## src/rtl/mw_power_sched_pkg.sv

```systemverilog
// Shared types and constants for the microwave power scheduler and the microwave top.
// Holds the FSM state encoding, the level limits and the keypad decode helpers.
package mw_power_sched_pkg;

  typedef enum logic [1:0] {
    ST_IDLE  = 2'd0,
    ST_ENTRY = 2'd1,
    ST_RUN   = 2'd2,
    ST_BEEP  = 2'd3
  } state_t;

  localparam logic [3:0] LEVEL_MAX   = 4'd10;
  localparam logic [3:0] LEVEL_RESET = 4'd10;

  function automatic logic is_onehot10(input logic [9:0] keys);
    return (keys != '0) && ((keys & (keys - 10'd1)) == '0);
  endfunction

  // Digit 0 selects full power, so it maps to LEVEL_MAX rather than 0.
  function automatic logic [3:0] key_level(input logic [9:0] keys);
    logic [3:0] lvl;
    lvl = LEVEL_MAX;
    for (int d = 1; d < 10; d++) begin
      if (keys[d]) lvl = 4'(d);
    end
    return lvl;
  endfunction

endpackage

```

## src/rtl/mw_power_sched_if.sv

```systemverilog
// Front-end bus between the timer/keypad logic and the power scheduler.
// master drives the keypad/timer inputs, slave is the scheduler itself.
interface mw_power_sched_if;
  logic       tick;
  logic [9:0] kbd;
  logic       pwr_keyn;
  logic       cook_run;
  logic       cook_done;
  logic       door_closed;
  logic       mag_on;
  logic [3:0] level;
  logic       level_entry;
  logic       beep;

  modport master (
    output tick, kbd, pwr_keyn, cook_run, cook_done, door_closed,
    input  mag_on, level, level_entry, beep
  );

  modport slave (
    input  tick, kbd, pwr_keyn, cook_run, cook_done, door_closed,
    output mag_on, level, level_entry, beep
  );
endinterface

```

## src/rtl/mw_power_sched_duty_slot_counter.sv

```systemverilog
// Mod-WINDOW slot counter that positions the magnetron within its duty window.
// Cleared whenever cooking is not running so every resume starts at slot 0.
module duty_slot_counter #(
  parameter int WINDOW = 10
) (
  input  logic       clk,
  input  logic       rstn,
  input  logic       i_clr,
  input  logic       i_en,
  input  logic       i_tick,
  output logic [3:0] o_slot
);

  logic [3:0] r_slot;

  // NOTE: sequential state uses <= so every flop samples pre-edge values.
  always_ff @(posedge clk or negedge rstn) begin
    if (!rstn) begin
      r_slot <= 4'd0;
    end else if (i_clr) begin
      r_slot <= 4'd0;
    end else if (i_en && i_tick) begin
      r_slot <= (r_slot == 4'(WINDOW - 1)) ? 4'd0 : r_slot + 4'd1;
    end
  end

  assign o_slot = r_slot;

endmodule

```

## src/rtl/mw_power_sched.sv

```systemverilog
// Magnetron power-level scheduler: level entry, duty-window time slicing and
// the completion beeper, all driven from the timer status and keypad.
module mw_power_sched
  import mw_power_sched_pkg::*;
#(
  parameter int WINDOW    = 10,
  parameter int BEEP_SECS = 3
) (
  input  logic            clk,
  input  logic            rstn,
  mw_power_sched_if.slave bus
);

  localparam int BW = $clog2(BEEP_SECS + 1);

  state_t          r_state;
  state_t          w_state_nxt;
  logic [9:0]      r_kbd_prev;
  logic            r_pwr_prev;
  logic [3:0]      r_level;
  logic [BW-1:0]   r_beep_cnt;
  logic            r_mag_on;
  logic            r_beep;
  logic            r_level_entry;
  logic [3:0]      w_slot;
  logic            w_key_evt;
  logic            w_pwr_evt;
  logic            w_level_ld;
  logic            w_silence;
  logic            w_beep_expired;

  assign w_key_evt = is_onehot10(bus.kbd) && (r_kbd_prev == '0);
  assign w_pwr_evt = !bus.pwr_keyn && r_pwr_prev;
  assign w_silence = w_key_evt || w_pwr_evt || !bus.door_closed;
  assign w_beep_expired = bus.tick && (r_beep_cnt == BW'(BEEP_SECS - 1));

  duty_slot_counter #(.WINDOW(WINDOW)) u_slot (
    .clk    (clk),
    .rstn   (rstn),
    .i_clr  (r_state != ST_RUN),
    .i_en   (bus.door_closed),
    .i_tick (bus.tick),
    .o_slot (w_slot)
  );

  always_ff @(posedge clk or negedge rstn) begin
    if (!rstn) begin
      r_state    <= ST_IDLE;
      r_kbd_prev <= '0;
      r_pwr_prev <= 1'b1;
    end else begin
      r_state    <= w_state_nxt;
      r_kbd_prev <= bus.kbd;
      r_pwr_prev <= bus.pwr_keyn;
    end
  end

  // NOTE: every always_comb output gets a default first so no latch is inferred.
  always_comb begin
    w_state_nxt = r_state;
    w_level_ld  = 1'b0;
    case (r_state)
      ST_IDLE: begin
        if (bus.cook_run)  w_state_nxt = ST_RUN;
        else if (w_pwr_evt) w_state_nxt = ST_ENTRY;
      end
      ST_ENTRY: begin
        if (bus.cook_run) begin
          w_state_nxt = ST_RUN;
        end else if (w_key_evt) begin
          w_level_ld  = 1'b1;
          w_state_nxt = ST_IDLE;
        end else if (w_pwr_evt) begin
          w_state_nxt = ST_IDLE;
        end
      end
      ST_RUN: begin
        if (bus.cook_done)     w_state_nxt = ST_BEEP;
        else if (!bus.cook_run) w_state_nxt = ST_IDLE;
      end
      ST_BEEP: begin
        if (bus.cook_run)         w_state_nxt = ST_RUN;
        else if (w_silence)       w_state_nxt = ST_IDLE;
        else if (w_beep_expired)  w_state_nxt = ST_IDLE;
      end
      default: w_state_nxt = ST_IDLE;
    endcase
  end

  always_ff @(posedge clk or negedge rstn) begin
    if (!rstn) begin
      r_level <= LEVEL_RESET;
    end else if (w_level_ld) begin
      r_level <= key_level(bus.kbd);
    end
  end

  always_ff @(posedge clk or negedge rstn) begin
    if (!rstn) begin
      r_beep_cnt <= '0;
    end else if (r_state != ST_BEEP) begin
      r_beep_cnt <= '0;
    end else if (bus.tick) begin
      r_beep_cnt <= r_beep_cnt + BW'(1);
    end
  end

  // cook_done forces the magnetron off on its own edge, even mid-window.
  always_ff @(posedge clk or negedge rstn) begin
    if (!rstn) begin
      r_mag_on      <= 1'b0;
      r_beep        <= 1'b0;
      r_level_entry <= 1'b0;
    end else begin
      r_mag_on      <= (r_state == ST_RUN) && bus.cook_run && bus.door_closed &&
                       !bus.cook_done && (w_slot < r_level);
      r_beep        <= (r_state == ST_BEEP);
      r_level_entry <= (r_state == ST_ENTRY);
    end
  end

  assign bus.mag_on      = r_mag_on;
  assign bus.beep        = r_beep;
  assign bus.level_entry = r_level_entry;
  assign bus.level       = r_level;

endmodule

```

## src/flat_wrapper.sv

```systemverilog
// flat-port wrapper written by rule: the top's interface ports become plain ports
module mw_power_sched_flat import mw_power_sched_pkg::*;
#(
  parameter int WINDOW    = 10,
  parameter int BEEP_SECS = 3
)
  (clk, rstn, bus_tick, bus_kbd, bus_pwr_keyn, bus_cook_run, bus_cook_done, bus_door_closed, bus_mag_on, bus_level, bus_level_entry, bus_beep);
  mw_power_sched_if bus_i ();
  input  logic clk;
  input  logic rstn;
  input wire logic [$bits(bus_i.tick)-1:0] bus_tick;
  input wire logic [$bits(bus_i.kbd)-1:0] bus_kbd;
  input wire logic [$bits(bus_i.pwr_keyn)-1:0] bus_pwr_keyn;
  input wire logic [$bits(bus_i.cook_run)-1:0] bus_cook_run;
  input wire logic [$bits(bus_i.cook_done)-1:0] bus_cook_done;
  input wire logic [$bits(bus_i.door_closed)-1:0] bus_door_closed;
  output wire logic [$bits(bus_i.mag_on)-1:0] bus_mag_on;
  output wire logic [$bits(bus_i.level)-1:0] bus_level;
  output wire logic [$bits(bus_i.level_entry)-1:0] bus_level_entry;
  output wire logic [$bits(bus_i.beep)-1:0] bus_beep;
  assign bus_i.tick = bus_tick;
  assign bus_i.kbd = bus_kbd;
  assign bus_i.pwr_keyn = bus_pwr_keyn;
  assign bus_i.cook_run = bus_cook_run;
  assign bus_i.cook_done = bus_cook_done;
  assign bus_i.door_closed = bus_door_closed;
  assign bus_mag_on = bus_i.mag_on;
  assign bus_level = bus_i.level;
  assign bus_level_entry = bus_i.level_entry;
  assign bus_beep = bus_i.beep;
  mw_power_sched #(.WINDOW(WINDOW), .BEEP_SECS(BEEP_SECS)) u_core (.clk(clk), .rstn(rstn), .bus(bus_i));
endmodule
```

## config.mk

```make
export PLATFORM = sky130hd
export DESIGN_NAME = mw_power_sched_flat
export DESIGN_NICKNAME = d
export VERILOG_FILES = /design/src/rtl/mw_power_sched_pkg.sv /design/src/rtl/mw_power_sched_if.sv /design/src/rtl/mw_power_sched_duty_slot_counter.sv /design/src/rtl/mw_power_sched.sv /design/src/flat_wrapper.sv
export SDC_FILE = /design/constraint.sdc
export NUM_CORES = 1
export LEC_CHECK = 0
export CORE_UTILIZATION = 51
export CTS_CLUSTER_DIAMETER = 150
export DETAILED_ROUTE_END_ITERATION = 8
export PLACE_DENSITY = 0.76
export SLEW_MARGIN = 20
export SYNTH_ARGS = -nofsm -noshare
export SYNTH_HDL_FRONTEND = slang
export SYNTH_SLANG_ARGS = --single-unit
```

## constraint.sdc

```tcl
create_clock -name clk -period 2.55 [get_ports clk]
set_clock_uncertainty 0.05 [all_clocks]
set_input_delay 0.765 -clock clk [delete_from_list [all_inputs] [get_ports clk]]
set_output_delay 0.765 -clock clk [all_outputs]
set_load 0.02 [all_outputs]
```

# Word level (Yosys, flattened, before mapping)
# Index checks and enable logic that the tools add are counted.
[totals]
reg_bits = 26
latchBits = 0
mem_bits_rw = 0
romBits = 0
inputBits = 17
out_inout_bits = 7
elab_cells = 74
memories = 0
[classes]
addsub = 3
n_mul = 0
div = 0
order_cmp = 1
eq_ne = 11
n_shift = 0
n_mux = 28
bitwise_logic = 1
reduce_logical = 21
[ops]
columns = ["operator", "count"]
rows = [
  ["$mux 4", 12],
  ["$mux 2", 12],
  ["$logic_not 10->1", 2],
  ["$and 10x10->10", 1],
  ["$reduce_bool 10->1", 1],
  ["$sub 10x1->10 const B", 1],
  ["$logic_and 1x1->1", 9],
  ["$ne 4x2->1 const B", 2],
  ["$pmux 2 s4", 1],
  ["$eq 2x2->1 const B", 3],
  ["$add 4x1->4 const B", 1],
  ["$eq 4x4->1 const B", 1],
  ["$lt 4x4->1", 1],
  ["$ne 2x2->1 const B", 2],
  ["$reduce_and 4->1", 1],
  ["$reduce_bool 2->1", 2],
  ["$logic_not 1->1", 3],
  ["$mux 1", 3],
  ["$ne 3x2->1 const B", 1],
  ["$ne 3x3->1 const B", 1],
  ["$add 2x1->2 const B", 1],
  ["$eq 2x1->1 const B", 1],
  ["$logic_not 2->1", 1],
  ["$logic_or 1x1->1", 2],
]

# Longest topological paths before layout
# Gate-level depths: netlist (run 1).
[logic_depth]
depth_word = 10
depth_mapped = 7
ltp_nobuf = 7

# Cells and area by module
# Synthesis (run 1) repeated with hierarchy kept, for this count alone.
[unflattened]
hier_cells = 123
area_unflattened_um2 = 1297.5
[modules_own_cells]
columns = ["module", "instances", "cells_each", "area_per_inst_um2", "seq_area_each_um2"]
rows = [
  ["mw_power_sched", 1, 98, 1068.5, 554.3],
  ["duty_slot_counter", 1, 25, 229.0, 100.1],
]

# Worst setup path before layout (run 1)
# OpenSTA, ideal clock, no wires.
[synth_path]
path_type = "input -> register"
from = "input port bus_kbd[3]"
to = "register u_core.r_level[2] (netlist: u_core.bus.level[2])"
setup_time_ns = 0.125
t_arrival_ns = 2.700
t_required_ns = 2.375
slack_ns = -0.325
stages = 5
n_path_buf = 0
path_cell_list = "or4_4 > or3_1 > a221o_1 > nor4_4 > mux2_4"
[synth_between]
elab_chain_len = 8
word_cells_on_any_way = 16
classes_between = "1 x add/sub; 10 x mux; 1 x bitwise; 4 x reduce/logical"
[synth_rtl]
columns = ["item", "line", "rtl"]
rows = [
  ["start: declaration", "flat_wrapper.sv:12", "input wire logic [$bits(bus_i.kbd)-1:0] bus_kbd;"],
  ["$sub 10x1->10", "mw_power_sched_pkg.sv:16", "return (keys != '0) && ((keys & (keys - 10'd1)) == '0);"],
  ["$and 10x10->10", "mw_power_sched_pkg.sv:16", ""],
  ["$logic_not 10->1", "mw_power_sched_pkg.sv:16", ""],
  ["$logic_and 1x1->1", "mw_power_sched_pkg.sv:16", ""],
  ["$logic_and 1x1->1", "mw_power_sched.sv:32", "assign w_key_evt = is_onehot10(bus.kbd) && (r_kbd_prev == '0);"],
  ["$mux 1", "mw_power_sched.sv:70", "end else if (w_key_evt) begin"],
  ["$mux 1", "mw_power_sched.sv:68", "if (bus.cook_run) begin"],
  ["$mux 1", "mw_power_sched.sv:62", "case (r_state)"],
  ["end signal: assignment", "mw_power_sched.sv:94", "r_level <= key_level(bus.kbd);"],
  ["end: declaration", "mw_power_sched.sv:20", "logic [3:0] r_level;"],
]
# Several ways; a longest one is shown, not always the timed one.
# A chain may end at the register's enable or synchronous reset.

# Final worst setup path (run 1)
[layout_path]
from = "input port bus_kbd[1]"
to = "register u_core.r_level[1] (netlist: u_core.bus.level[1])"
[layout_between]
elab_chain_len = 9
word_cells_on_any_way = 18
classes_between = "1 x add/sub; 12 x mux; 1 x bitwise; 4 x reduce/logical"
[layout_rtl]
columns = ["item"]
rows = [
  ["parallel branches: the longest is 9 deep, another holds $sub 10x1->10"],
]
# Parallel ways; which one is timed is not known.

==> results of run 1 <==
area by class of cell:
| cell class | instances | area share |
|---|---|---|
| clock buffer | 4 | 0.01494 |
| inverter | 12 | 0.02560 |
| multi-input combinational | 89 | 0.3556 |
| sequential | 26 | 0.3720 |
| tap | 28 | 0.01991 |
| timing repair buffer | 43 | 0.2119 |
layer usage:
metal	share of wire	GRT usage	vias to the layer above	wire [um]
li1	-	-	548	-
met1	0.44	0.3415	559	1395
met2	0.49	0.4451	28	1544
met3	0.033	0.04638	11	102
met4	0.030	0.1447	0	95
met5	0	0	-	0
state kept, by name (all words and copies together) (netlist names):
register / count
u_core.bus.level: 4
u_core.r_state: 2
u_core.r_pwr_prev: 1
u_core.bus.level_entry: 1
u_core.bus.beep: 1
u_core.bus.mag_on: 1
u_core.r_beep_cnt: 2
u_core.u_slot.o_slot: 4
u_core.r_kbd_prev: 10
placed cells by master (no fill, tap or decap), types with 5 or more instances in the layout:
master           Yosys  routed
nand2_1              7       7
nand3_1              5       5
dfrtp_1             23      23
nor3_1               6       6
inv_1               12      12
ha_1                 6       6
clkdlybuf4s50_1      0      16
nor2_1              11      11
buf_4                0      20
a21oi_1              9       9
o21ai_0              6       6
cells by family after synthesis:
group / count (synthesis) / synth area share
DFF: 26 / 0.5029
AOI/OAI and AO/OA: 27 / 0.1404
muxes: 4 / 0.03461
adders and majority gates: 6 / 0.05769
and+or+nand+nor: 51 / 0.2231
xor gates and xnor gates: 1 / 0.006732
buffers and inverters: 12 / 0.03461
where the power goes:
part | leakage [uW] | total, uW | switching [uW] | internal (uW)
logic | 0.000477 | 153 | 79.3 | 73.7
clock network | 0.0000150 | 176 | 115 | 61.2
registers | 0.000318 | 452 | 16.5 | 435
total | 0.000810 | 781 | 211 | 570
per-stage QoR:
step	power [uW]	cell area (um2)
after global routing	816.0	1759
after CTS	781.0	1749
after global placement	599.6	1709
after floorplan	514.8	1301
after detailed placement	608.9	1709
final	781.2	1759
worst min path at each step:
| stage | startpoint | end | slack (ns) |
|---|---|---|---|
| floorplan | rstn | u_core.bus.beep | 0.42 |
| detailed placement | u_core.bus.level[1] | u_core.bus.level[1] | 0.46 |
| finish | u_core.bus.level[1] | u_core.bus.level[1] | 0.48 |
| global placement | u_core.r_beep_cnt[1] | u_core.r_beep_cnt[1] | 0.46 |
| CTS | u_core.bus.level[1] | u_core.bus.level[1] | 0.49 |
| global route | u_core.bus.level[3] | u_core.bus.level[3] | 0.51 |
tightest hold or removal path, cell delays in order (launching register included):
cell and delay, ns:
dfstp_2 0.39, inv_1 0.07, mux2i_1 0.07
timing repair:
action	CTS	global route
endpoints found under the setup margin	6	4
pin swaps	4	4
buffers inserted	1	0
resized for setup	20	4
==> results.ini, run 1 <==
[place]
dp_hpwl_mm=2.412
port_buffers=23
gp_congestion=0.9487
placed_cells=197
pre_cts_ws_ns=-0.6395

[floorplan]
die_y_um=52.51
dieWidth_um=52.51
dieArea_um2=2757
ios=24
std_cell_rows=17
start_util=0.5664
core_um2=2297

[synthesis]
yosysTopAreaCellShare=0.4423
synthArstFlopShare=1.000
avgSynthCellArea_um2=10.25
ys_seq_elements=26
syn_area_um2=1301
synth_cell_type_count=35
ys_warn_count=0
syn_nets=150
ys_top_cells_by_count=dfrtp_1, inv_1, nor2_1
synth_ff_type=dfrtp_1
yosys-top-cells-area=dfrtp_1, dfstp_2, ha_1
synth_cells=127
yosysTopAreaCell=dfrtp_1
synth_seq_area_share=0.5029
yosysMostFrequentCell=dfrtp_1
synth_edf_count=0

[timing]
hold_viol=0
rsz0062_at_grt=true
timing.final.ws_setup_ns=0.07633
slew_headroom=0.7565
setup_viol=0
min_period_over_period=0.9701
max_freq_mhz=404.3
hold_slack_ns=0.4764
slew_viol_final=0
period_minus_slack_ns=2.474
tightest_slew_ns=0.3619
setup_tns_ns=0

[worst_setup_path]
cp.arrival_ns=2.68
path_class=in2reg
cp-end-kind=flip-flop
crit_path_start_kind=primary input
rr_worst_depth=6
cpLargestDelayFamily=simple AND/OR/NAND/NOR gates
r2r_end=u_core.bus.level[1]
max_stage_delay_ns=0.52
path_max_fanout=3
worstSetupStartpoint=bus_kbd[1]
r2r-start=u_core.r_kbd_prev[0]
rrSetupSlack_ns=0.68
crit_required_ns=2.76
path_depth=7
crit_buf_inv=2
cp-endpoint=u_core.bus.level[1]
cp_slowest_cell=or4_4
crit_chain=buf_6 > or4_4 > or3_1 > a221o_1 > nor4_4 > buf_4 > mux2i_1

[finish]
fill_cells=170
area_delta_synth_final_pct=35.19
n_antenna_cell=0
nets=198
fin_cells=202
multi_input_area_um2=625.6
final_core_util=0.7658
drive_gt1_frac=0.2184
seq_area_um2=654.4

[run_status]
status=finished clean

[power_and_ir_drop]
vdd_drop_max_uv=379.7
power.density_nw_per_um2=444.1
p_leak_uw=0.0008100

[clocking]
worstSkewPairLatency_ns=0.32
hold_buffers=0
numCtsBuffers=3
h-tree-depth=1
cts_root_buffer=clkbuf_4
cts.sinks=26
cts_tree=done
clockBufferDepth=2
clk_pin_slew_ns=0.13

[drt]
drtAntennaViolNets=0
drt_wl_total_mm=3.137
remaining_drc_errors=0
viasPerCell=5.673
first_pass_iters=4
drtIter0Drc=30
vias=1146
wl_per_cell_um=15.53

[grt]
grt_first_pass_wirelength_mm=5.237
grt_pass1_vias=1165
overflow=0
track_usage=0.2725
antenna_found_initial=0
grt_max_degree=27

[run]
drv_cap=0

[min_path]
whs_path_depth=2
hold_path.class=reg2reg

(Power assumes the default switching activity.)
==> inputs of run 2 (changes only) <==
- ABC_AREA: not set -> 0
==> results of run 2 <==
Same layout as run 1: the final DEF is identical, and so are final timing and power.
